--- config.mk ---
export PLATFORM = sky130hd
export DESIGN_NAME = logic_unit_monitor
export DESIGN_NICKNAME = d
export VERILOG_FILES = /design/src/rtl/logic_unit_monitor.sv
export SDC_FILE = /design/constraint.sdc
export NUM_CORES = 1
export LEC_CHECK = 0
export CAP_MARGIN = 20
export CORE_ASPECT_RATIO = 0.6
export CORE_UTILIZATION = 52
export CTS_BUF_LIST = sky130_fd_sc_hd__clkbuf_2
export DETAILED_ROUTE_END_ITERATION = 12
export PLACE_DENSITY = 0.82
export SYNTH_ARGS = -nofsm -noshare
export SYNTH_HDL_FRONTEND = slang
export SYNTH_SLANG_ARGS = --single-unit
--- constraint.sdc ---
create_clock -name clk -period 6.89 [get_ports clk]
set_input_delay 0.689 -clock clk [delete_from_list [all_inputs] [get_ports clk]]
set_output_delay 0.689 -clock clk [all_outputs]
set_load 0.01 [all_outputs]
--- src/rtl/logic_unit_monitor.sv ---
// logic_unit_monitor
//   Response-side checker for the 32-bit LogicUnit. Each valid transaction seen
//   on the LogicUnit boundary is registered (stage 1), then the expected result
//   is recomputed from the registered operands and compared with the registered
//   actual result (stage 2). Transactions and mismatches are counted, the first
//   failing transaction is captured, and done/pass rise once NUM_TXN
//   transactions have been checked.
//
// Ports
//   clk, rst           rising-edge clock, synchronous active-high reset
//   start              one-cycle pulse: arm (or re-arm) and clear all results
//   in_valid           A/B/S/logicModuleOutput form a valid transaction
//   A, B, S            operands and select driven to the LogicUnit
//   logicModuleOutput  LogicUnit result, same cycle as A/B/S
//   busy, done, pass   run status (pass = done with no mismatches)
//   mismatch           one-cycle pulse when a checked transaction failed
//   txn_count          transactions checked since start
//   err_count          mismatches since start, saturating
//   fail_A/B/S         operands and select of the first failure
//   fail_exp/fail_act  expected and actual result of the first failure
module logic_unit_monitor #(
   parameter int WIDTH   = 32,
   parameter int CNT_W   = 16,
   parameter int NUM_TXN = 4
) (
   input  logic             clk,
   input  logic             rst,
   input  logic             start,
   input  logic             in_valid,
   input  logic [WIDTH-1:0] A,
   input  logic [WIDTH-1:0] B,
   input  logic [1:0]       S,
   input  logic [WIDTH-1:0] logicModuleOutput,
   output logic             busy,
   output logic             done,
   output logic             pass,
   output logic             mismatch,
   output logic [CNT_W-1:0] txn_count,
   output logic [CNT_W-1:0] err_count,
   output logic [WIDTH-1:0] fail_A,
   output logic [WIDTH-1:0] fail_B,
   output logic [1:0]       fail_S,
   output logic [WIDTH-1:0] fail_exp,
   output logic [WIDTH-1:0] fail_act
);

   typedef enum logic [1:0] {IDLE, RUN, DONE} state_t;

   localparam logic [CNT_W-1:0] LAST_CNT = CNT_W'(NUM_TXN - 1);

   state_t           state;
   logic [WIDTH-1:0] opA_p1;
   logic [WIDTH-1:0] opB_p1;
   logic [1:0]       sel_p1;
   logic [WIDTH-1:0] act_p1;
   logic             vld_p1;
   logic [WIDTH-1:0] exp_p1;
   logic             miss_p1;
   logic             lastCmp;

   function automatic logic [WIDTH-1:0] logicOp(input logic [WIDTH-1:0] a,
                                                input logic [WIDTH-1:0] b,
                                                input logic [1:0]       s);
      case (s)
         2'b00:   logicOp = a & b;
         2'b01:   logicOp = a | b;
         2'b10:   logicOp = a ^ b;
         default: logicOp = ~(a | b);
      endcase
   endfunction

   function automatic logic [CNT_W-1:0] satInc(input logic [CNT_W-1:0] c);
      satInc = (c == {CNT_W{1'b1}}) ? c : c + CNT_W'(1);
   endfunction

   // ---- stage 2: compare registered transaction ----
   always_comb begin
      exp_p1  = logicOp(opA_p1, opB_p1, sel_p1);
      miss_p1 = vld_p1 && (exp_p1 != act_p1);
      // The compare that brings txn_count to NUM_TXN ends the run.
      lastCmp = vld_p1 && (txn_count == LAST_CNT);
   end

   always_ff @(posedge clk) begin
      if (rst) begin
         state     <= IDLE;
         vld_p1    <= 1'b0;
         busy      <= 1'b0;
         done      <= 1'b0;
         pass      <= 1'b0;
         mismatch  <= 1'b0;
         txn_count <= '0;
         err_count <= '0;
         fail_A    <= '0;
         fail_B    <= '0;
         fail_S    <= '0;
         fail_exp  <= '0;
         fail_act  <= '0;
      end else if (start) begin
         // Start wins over any capture or compare on the same edge.
         state     <= RUN;
         vld_p1    <= 1'b0;
         busy      <= 1'b1;
         done      <= 1'b0;
         pass      <= 1'b0;
         mismatch  <= 1'b0;
         txn_count <= '0;
         err_count <= '0;
         fail_A    <= '0;
         fail_B    <= '0;
         fail_S    <= '0;
         fail_exp  <= '0;
         fail_act  <= '0;
      end else begin
         mismatch <= 1'b0;
         case (state)
            RUN: begin
               if (vld_p1) begin
                  txn_count <= txn_count + CNT_W'(1);
                  if (miss_p1) begin
                     mismatch  <= 1'b1;
                     err_count <= satInc(err_count);
                     if (err_count == '0) begin
                        fail_A   <= opA_p1;
                        fail_B   <= opB_p1;
                        fail_S   <= sel_p1;
                        fail_exp <= exp_p1;
                        fail_act <= act_p1;
                     end
                  end
               end
               if (lastCmp) begin
                  // Anything arriving on this edge is beyond the programmed count.
                  state  <= DONE;
                  vld_p1 <= 1'b0;
                  busy   <= 1'b0;
                  done   <= 1'b1;
                  pass   <= (err_count == '0) && !miss_p1;
               end else begin
                  // ---- stage 1: capture LogicUnit boundary ----
                  vld_p1 <= in_valid;
                  if (in_valid) begin
                     opA_p1 <= A;
                     opB_p1 <= B;
                     sel_p1 <= S;
                     act_p1 <= logicModuleOutput;
                  end
               end
            end
            default: vld_p1 <= 1'b0;
         endcase
      end
   end

endmodule

# Word-level counts from Yosys, hierarchy flattened
# Cells that the tools add are included.
# op_classes
addsub	2
multipliers	0
n_div	0
magnitude_cmp	0
eq_ne	6
shifts	0
n_mux	8
n_bitwise	10
n_reduce_logical	17
# op_table
op	count
32-bit case mux with 3 select lines	1
16-bit by 1-bit adder with 16-bit output (second input constant)	2
32-bit AND	1
32-bit != test	1
32-bit inverter	1
32-bit bitwise OR	1
32-bit bitwise XOR	1
16-bit equality test (second input constant)	1
16-bit by 2-bit equality test with 1-bit output (second input constant)	1
16-bit logical NOT	1
4-bit AND reduction	2
4-bit OR reduction	2
1-bit two-way mux	7
1-bit inverter	6
2-bit AND reduction	3
5-bit AND reduction	1
2-bit by 1-bit equality test with 1-bit output (second input constant)	2
2-bit nonzero test	2
1-bit logical AND	3
2-bit equality test (second input constant)	1
2-bit logical NOT	1
2-bit OR reduction	1
1-bit logical NOT	1
# totals
reg_bits	266
latch_bits	0
ram_bits	0
romBits	0
out_inout_bits	166
memories	0

# Depth between registers and ports, before layout
# Gate-level depths: netlist of run 1.
# logic_depth
depth_word	7
depth_mapped	16
ltp_nobuf	10

# Worst setup path after synthesis of run 1
# No wires, ideal clock.
# synth_timing
path_type	input port to flip-flop
start	input start
end	register act_p1[0] (enable)
setup_ns	0.466
t_arrival_ns	3.219
path_slack_ns	3.205
cell_stages	2
path_cell_list	nor2_1 and4_1
# synth_via
elab_chain_cells	2
# synth_rtl
element	line	source
start, declared	28	input logic start,
1-bit inverter (no source line)	--	
5-bit AND reduction (no source line)	--	
end signal, assigned	146	act_p1 <= logicModuleOutput;
end, declared	55	logic [WIDTH-1:0] act_p1;
# No other way between the ends.
# A chain may end at the register's enable or synchronous reset.

# Worst setup path after layout of run 1
# layout_timing
start	register sel_p1[0]
end	register fail_exp[20]
# layout_via
elab_chain_cells	5
word_cells_on_any_way	7
# layout_rtl
element	line	source
start, declared	54	logic [1:0] sel_p1;
start signal, assigned	145	sel_p1 <= S;
2-bit equality test, or another cell as far along	64	case (s)
32-bit case mux with 3 select lines (*)	64	
32-bit != test	79	miss_p1 = vld_p1 && (exp_p1 != act_p1);
1-bit logical AND	79	
4-bit AND reduction (no source line)	--	
end signal, assigned	127	fail_exp <= exp_p1;
end, declared	43	output logic [WIDTH-1:0] fail_exp,
# Every way passes the cells marked *; elsewhere a longest branch is shown, timed or not.

==> results of run 1 <==
[cell usage in the layout (no fill, tap or decap), types with 8 or more instances in the layout]
master | Yosys | layout
clkdlybuf4s50_1 | 0 | 267
dfxtp_1 | 167 | 167
o21ai_0 | 147 | 147
a21oi_1 | 142 | 142
nand3_1 | 117 | 117
edfxtp_1 | 98 | 98
clkbuf_2 | 7 | 96
inv_1 | 67 | 67
ha_1 | 67 | 67
nand2_1 | 58 | 58
nor2_1 | 45 | 43
mux2i_1 | 42 | 42
xnor2_1 | 23 | 23
o211ai_1 | 19 | 19
or3_1 | 18 | 18
xor2_1 | 18 | 18
nor3_1 | 16 | 16
nand4_1 | 14 | 14
nor4_1 | 13 | 13
clkinv_1 | 1 | 12
buf_4 | 7 | 11
nor2b_1 | 9 | 9
a211oi_1 | 8 | 8
[metal layers]
metal	wire length, um	track usage, %
met3	4560	9.48
met4	575	7.92
met5	103	3.36
met2	15900	44.4
met1	17300	45.6
[metrics by stage]
stage	std cells	util [%]	hold slack [ns]	power (mW)	area (sq um)
detailed placement	1772	65.0	0.456	1.82	15100
floorplan	1274	-	0.476	1.74	12400
finish	1887	67.7	0.294	2.84	15700
global route	1887	67.7	0.218	2.95	15700
CTS	1885	67.5	0.220	2.85	15600
global placement	1772	65.0	0.451	1.82	15100
[synthesized netlist by cell type (18+ instances only)]
cell type,count,area (sq um)
o21ai_0,147,736
nor2_1,45,169
dfxtp_1,167,3340
inv_1,67,251
nand3_1,117,586
nand2_1,58,218
ha_1,67,838
xor2_1,18,158
mux2i_1,42,420
a21oi_1,142,711
edfxtp_1,98,2940
clkbuf_1,51,191
or3_1,18,113
xnor2_1,23,201
buf_1,19,71.3
o211ai_1,19,143
[critical path, delay by kind of cell, from the launching register on]
kind,cells,cell delay (ns)
buffers and inverters,2,1.40
AOI/OAI and AO/OA,3,0.67
and+or+nand+nor,3,1.34
muxes,1,0.40
DFF,1,0.42
xor gates and xnor gates,1,0.10
[report_power, final]
part           internal, mW  switching (mW)
clock network         0.406           0.641
logic                0.0766          0.0666
registers              1.63          0.0136
[state kept, by name, indices dropped and copies added, names as in the netlist]
name	cells
act_p1	32
fail_A	32
fail_B	32
fail_act	32
fail_exp	32
opA_p1	32
opB_p1	32
err_count	16
txn_count	16
fail_S	2
sel_p1	2
state	2
mismatch	1
pass	1
vld_p1	1
[area by class of cell]
class / count / area, sq um
repair buffers: 280 / 2800
clock buffers: 96 / 480
well taps: 315 / 394
fillers: 1824 / 7500
flip-flops and latches: 265 / 6290
multi-input cells: 846 / 5380
clock inverters: 17 / 95.1
inverters: 68 / 255
[final timing paths]
kind	start	endpoint	slack [ns]	cells past startpoint
hold reg to reg	state[1]	state[1]	0.47	2
hold / removal	A[0]	opA_p1[0]	0.29	1
setup / recovery	sel_p1[0]	fail_exp[20]	2.27	10
setup reg to reg	sel_p1[0]	fail_exp[20]	2.27	10
[logic make-up (layout without fill, tap and decap cells)]
kind of cell / after synthesis / in the layout / synth area share [%]
AOI/OAI and AO/OA: 353 / 353 / 15.8
and+or+nand+nor: 341 / 341 / 14.3
DFF: 265 / 265 / 50.9
buffers and inverters: 163 / 461 / 5.73
adders and majority gates: 67 / 67 / 6.79
muxes: 44 / 44 / 3.59
xor gates and xnor gates: 41 / 41 / 2.91
==> summary.txt, run 1 <==
Drt drc -> 0
Routed Antenna Nets -> 0
GPL Wtd Cong -> 0.922
Main synth FF type -> dfxtp_1
Hold WC Path Type -> in -> reg
DR WL/cell -> 20.4 um
Seq cells post-synth -> 265
Mapped cell area -> 0.0124 sq mm
Hold-fix buffers, CTS -> 0
Startpoint types -> register
# diodes -> 0
# rows -> 43
Clock Skews -> 0.0876 ns
Syn Nets -> 1443
Vias in the first global route -> 10300
Mean Syn Cell Area -> 9.69 sq um
CP endpoint kind -> register
Starting DRT DRC Count -> 959
Worst path cell trace -> buf_4 -> mux2i_1 -> xnor2_1 -> nor4_1 -> nand2_1 -> a2111oi_4 -> nand4_1 -> buf_4 -> o211ai_1 -> a21oi_1
TritonCTS clock tree -> done
Max stage delay on crit path -> 0.79 ns
First-pass GRT wire length -> 58.4 mm
Slowest CP cell -> nand4_1
LEAKAGE -> 5.62 nW
Pre-antenna DRT Iters -> 5
Clock root buffer -> clkbuf_2
Post-synth EDFFs -> 98
Register area share after synthesis -> 50.9%
I/O pins -> 268
Unrepaired setup endpoints after global routing -> no
Final worst path period share -> 67.1%
Die Ht -> 121 um
NumNets Final -> 1690
Gate Count Post-Synth -> 1274
Crit path arrival time -> 5.36 ns
Slew HR -> 34.9%
I/O Buffers -> 267
Initial antenna violation count -> 0
CP Max Fanout -> 94
Largest net degree at the start of global routing -> 121
Clock tree sinks -> 265
Via count -> 11000
Total Wirelength -> 38.4 mm
Crit path kind -> reg -> reg
Total CTS buffers -> 60
Worst Tran Pin Value -> 0.976 ns
Cell Pwr Density -> 181 mW/mm^2
GRT overflow -> 0
CTS max path bufs -> 3
Max VDD drop -> 0.000128 V
Worst-Skew Late Latency -> 0.95 ns
Die X -> 201 um
Ys async rst share -> 0%
YS warnings -> 0
Final setup viols -> 0
Dpl ws -> 2.33 ns
P&R area growth vs syn -> 27.0%
Final setup margin -> 2.27 ns
Post-CTS Setup Bufs -> 0
HPWL Detailed -> 26.5 mm
Max-cap check violation count -> 0
Final hold vios -> 0
Post-DR vias/cell -> 5.80
Crit path time final -> 4.62 ns
Post-cts sizing count -> 0
CP required -> 7.63 ns
Max Clk Rate -> 216 MHz
Clock slew at reported path FFs -> 0.12 ns
Setup TNS -> 0 ns
Die area -> 0.0244 sq mm
Status -> completed
Initial core utilization -> 53.3%
Cell mode on critical path -> buf_4
Cell variety after synth -> 50
Gr usage total -> 31.3%
Max-slew violation count -> 0
Htree depth -> 2
Share of layout cells above drive strength 1 -> 8.08%
Core area -> 0.0232 sq mm
No activity file was read; power rests on OpenSTA's default activity.
==> run 2: changes to the inputs <==
- clock period: 6.89 -> 4.3 ns (I/O delays scaled with it)
==> summary.txt, run 2 (synthesis gave the netlist of run 1 again) <==
Most frequent cells in the layout -> clkdlybuf4s50_1, dfxtp_1, o21ai_0, a21oi_1, nand3_1
# rows -> 43 (unchanged)
Max-slew violation count -> 0 (unchanged)
Final hold vios -> 0 (unchanged)
Die area -> 0.0244 sq mm (unchanged)
Hold WC Path Type -> in -> reg
R2r endpoint -> fail_B[3]
Die Ht -> 121 um (unchanged)
DR WL/cell -> 20.3 um (-0.26%)
Final setup viols -> 0 (unchanged)
LEAKAGE -> 5.89 nW (+4.9%)
Gr usage total -> 31.8% (+0.54 points)
# diodes -> 0 (unchanged)
NumNets Final -> 1751 (+3.6%)
Switching share of total power -> 25.6% (+0.16 points)
Final setup margin -> 0.556 ns (-1.71 ns)
Via count -> 11300 (+3.4%)
Clock root buffer -> clkbuf_2
Startpoint types -> register
CP required -> 5.16 ns (-2.47 ns)
Core area -> 0.0232 sq mm (unchanged)
Clock tree sinks -> 265 (unchanged)
Max-cap check violation count -> 0 (unchanged)
Slew HR -> 38.4% (+3.5 points)
Status -> completed
HPWL Detailed -> 27.1 mm (+2.2%)
Htree depth -> 2 (unchanged)
Sw power -> 1.20 mW (+66%)
Sequential share of power -> 56.5% (-1.6 points)
Worst Tran Pin Value -> 0.922 ns (-0.0544 ns)
GPL Wtd Cong -> 0.916 (-0.64%)
Initial core utilization -> 53.3% (unchanged)
Clock Skews -> 0.103 ns (+0.0156 ns)
Crit path time final -> 3.74 ns (-0.877 ns)
Hold Crit Endpoint -> opB_p1[1]
R2R depth -> 11 (+1)
Unrepaired setup endpoints after global routing -> no
Die X -> 201 um (unchanged)
Internal -> 3.48 mW (+64%)
CP endpoint kind -> register
GRT overflow -> 0 (unchanged)
Final Util -> 70.5% (+2.8 points)
Post-DR vias/cell -> 5.82 (+0.24%)
Cell Pwr Density -> 286 mW/mm^2 (+58%)
Max Clk Rate -> 267 MHz (+23%)
Max VDD drop -> 0.000174 V (+36%)
Setup TNS -> 0 ns (unchanged)
Share of layout cells above drive strength 1 -> 8.27% (+0.19 points)
I/O Buffers -> 267 (unchanged)
Routed Antenna Nets -> 0 (unchanged)
Layout fillers -> 1779 (-2.5%)
P&R area growth vs syn -> 32.4%
Post-cts sizing count -> 0 (unchanged)
Drt drc -> 0 (unchanged)
Final Total Pwr -> 4.67 mW (+65%)
Placed cell count -> 1783 (+0.62%)
Total CTS buffers -> 60 (unchanged)
Total Wirelength -> 39.6 mm (+2.9%)
Hold depth -> 1 (unchanged)
First-pass GRT wire length -> 59.8 mm (+2.3%)
Largest net degree at the start of global routing -> 114 (-5.8%)
Hold wc startpoint -> B[1]
Post-CTS Setup Bufs -> 0 (unchanged)
CP Max Fanout -> 71 (-24%)
Final worst path period share -> 87.1% (+20 points)
Pre-antenna DRT Iters -> 5 (unchanged)
Crit path kind -> reg -> reg
Setup slack, reg-to-reg -> 0.56 ns (-1.71 ns)
Commonest non-fill, non-tap cell in the layout -> clkdlybuf4s50_1
Initial antenna violation count -> 0 (unchanged)
Dpl ws -> 0.643 ns (-1.68 ns)
Clock network fraction of total power -> 37.6% (+0.7 points)
Clock slew at reported path FFs -> 0.11 ns (about the same)
Vias in the first global route -> 10400 (+1.2%)
Starting DRT DRC Count -> 934 (-2.6%)
Fin cells -> 1947 (+3.2%)
Combinational power share -> 5.9% (+0.9 points)
R2R Path Start -> sel_p1[0]
CTS max path bufs -> 3 (unchanged)
Crit path arrival time -> 4.60 ns (-0.76 ns)
Worst-Skew Late Latency -> 0.96 ns (about the same)
TritonCTS clock tree -> done
I/O pins -> 268 (unchanged)
run 2: cell count changes in the layout (fill, tap and decap cells not counted):
cell	before	now
buf_12	0	6
buf_8	1	0
clkbuf_2	96	95
buf_16	1	0
clkinv_2	4	2
dlygate4sd3_1	0	52
clkinvlp_4	0	1
buf_4	11	16
bufinv_16	1	2
run 2: metal layers:
| metal | global-route usage, % | vias to the layer above | routed length (um) |
|---|---|---|---|
| met2 | 45.6 | 602 | 16600 |
| li1 | - | 5203 | - |
| met1 | 46.8 | 5467 | 17800 |
| met4 | 7.78 | 0 | 638 |
| met3 | 9.18 | 55 | 4440 |
| met5 | 0 | - | 0 |
run 2: power groups by stage:
stage                     combinational [mW]  sequential (mW)  clock [mW]
after floorplan                       0.0941             2.69           0
after global routing                   0.294             2.64        1.91
after global placement                 0.228             2.69           0
after CTS                              0.268             2.64        1.77
after detailed placement               0.232             2.69           0
final                                  0.276             2.64        1.76
run 2: how the worst max path moves through the flow:
| stage | slack (ns) | to | depth (start not counted) | startpoint |
|---|---|---|---|---|
| after CTS | 0.64 | fail_exp[19] | 11 | sel_p1[0] |
| after global routing | 0.28 | fail_exp[18] | 11 | sel_p1[0] |
| final | 0.56 | fail_B[3] | 11 | sel_p1[0] |
| after detailed placement | 0.64 | fail_exp[12] | 11 | sel_p1[0] |
| after global placement | 0.73 | fail_exp[17] | 10 | sel_p1[0] |
| after floorplan | 0.69 | act_p1[0] | 4 | txn_count[0] |
run 2: final cells by class:
type	instances	area, sq um	share of cell area, %
sequential	265	6290	38.5
multi-input combinational	846	5380	32.9
timing repair buffer	341	3430	21.0
clock buffer	95	475	2.91
tap	315	394	2.41
inverter	68	255	1.56
clock inverter	17	123	0.750
run 2: worst max-delay path: stages (launching register included):
cell and delay [ns]:
edfxtp_1 0.86, buf_12 0.30, buf_4 0.19, nand2_1 0.08, o211ai_1 0.17, a21oi_1 0.12
nand4b_1 0.25, nor4_1 0.40, and4_4 0.59, buf_12 0.32, o21ai_0 0.19, a21oi_1 0.18
run 2: repair_timing:
item                                    CTS  global route
hold buffers                             47             5
hold endpoints to repair                 47             5
endpoints found under the setup margin    0             0
run 2: per-stage QoR:
| step | hold slack (ns) | cell area [sq um] |
|---|---|---|
| finish | 0.0545 | 16300 |
| floorplan | 0.476 | 12400 |
| CTS | 0.000390 | 16300 |
| global route | -0.00135 | 16300 |
| global placement | 0.445 | 15200 |
| detailed placement | 0.458 | 15200 |
==> run 3: changes to the inputs <==
- ABC_AREA: default -> 0
==> results of run 3 <==
The final DEF is identical to that of run 2; final timing and power are the same.
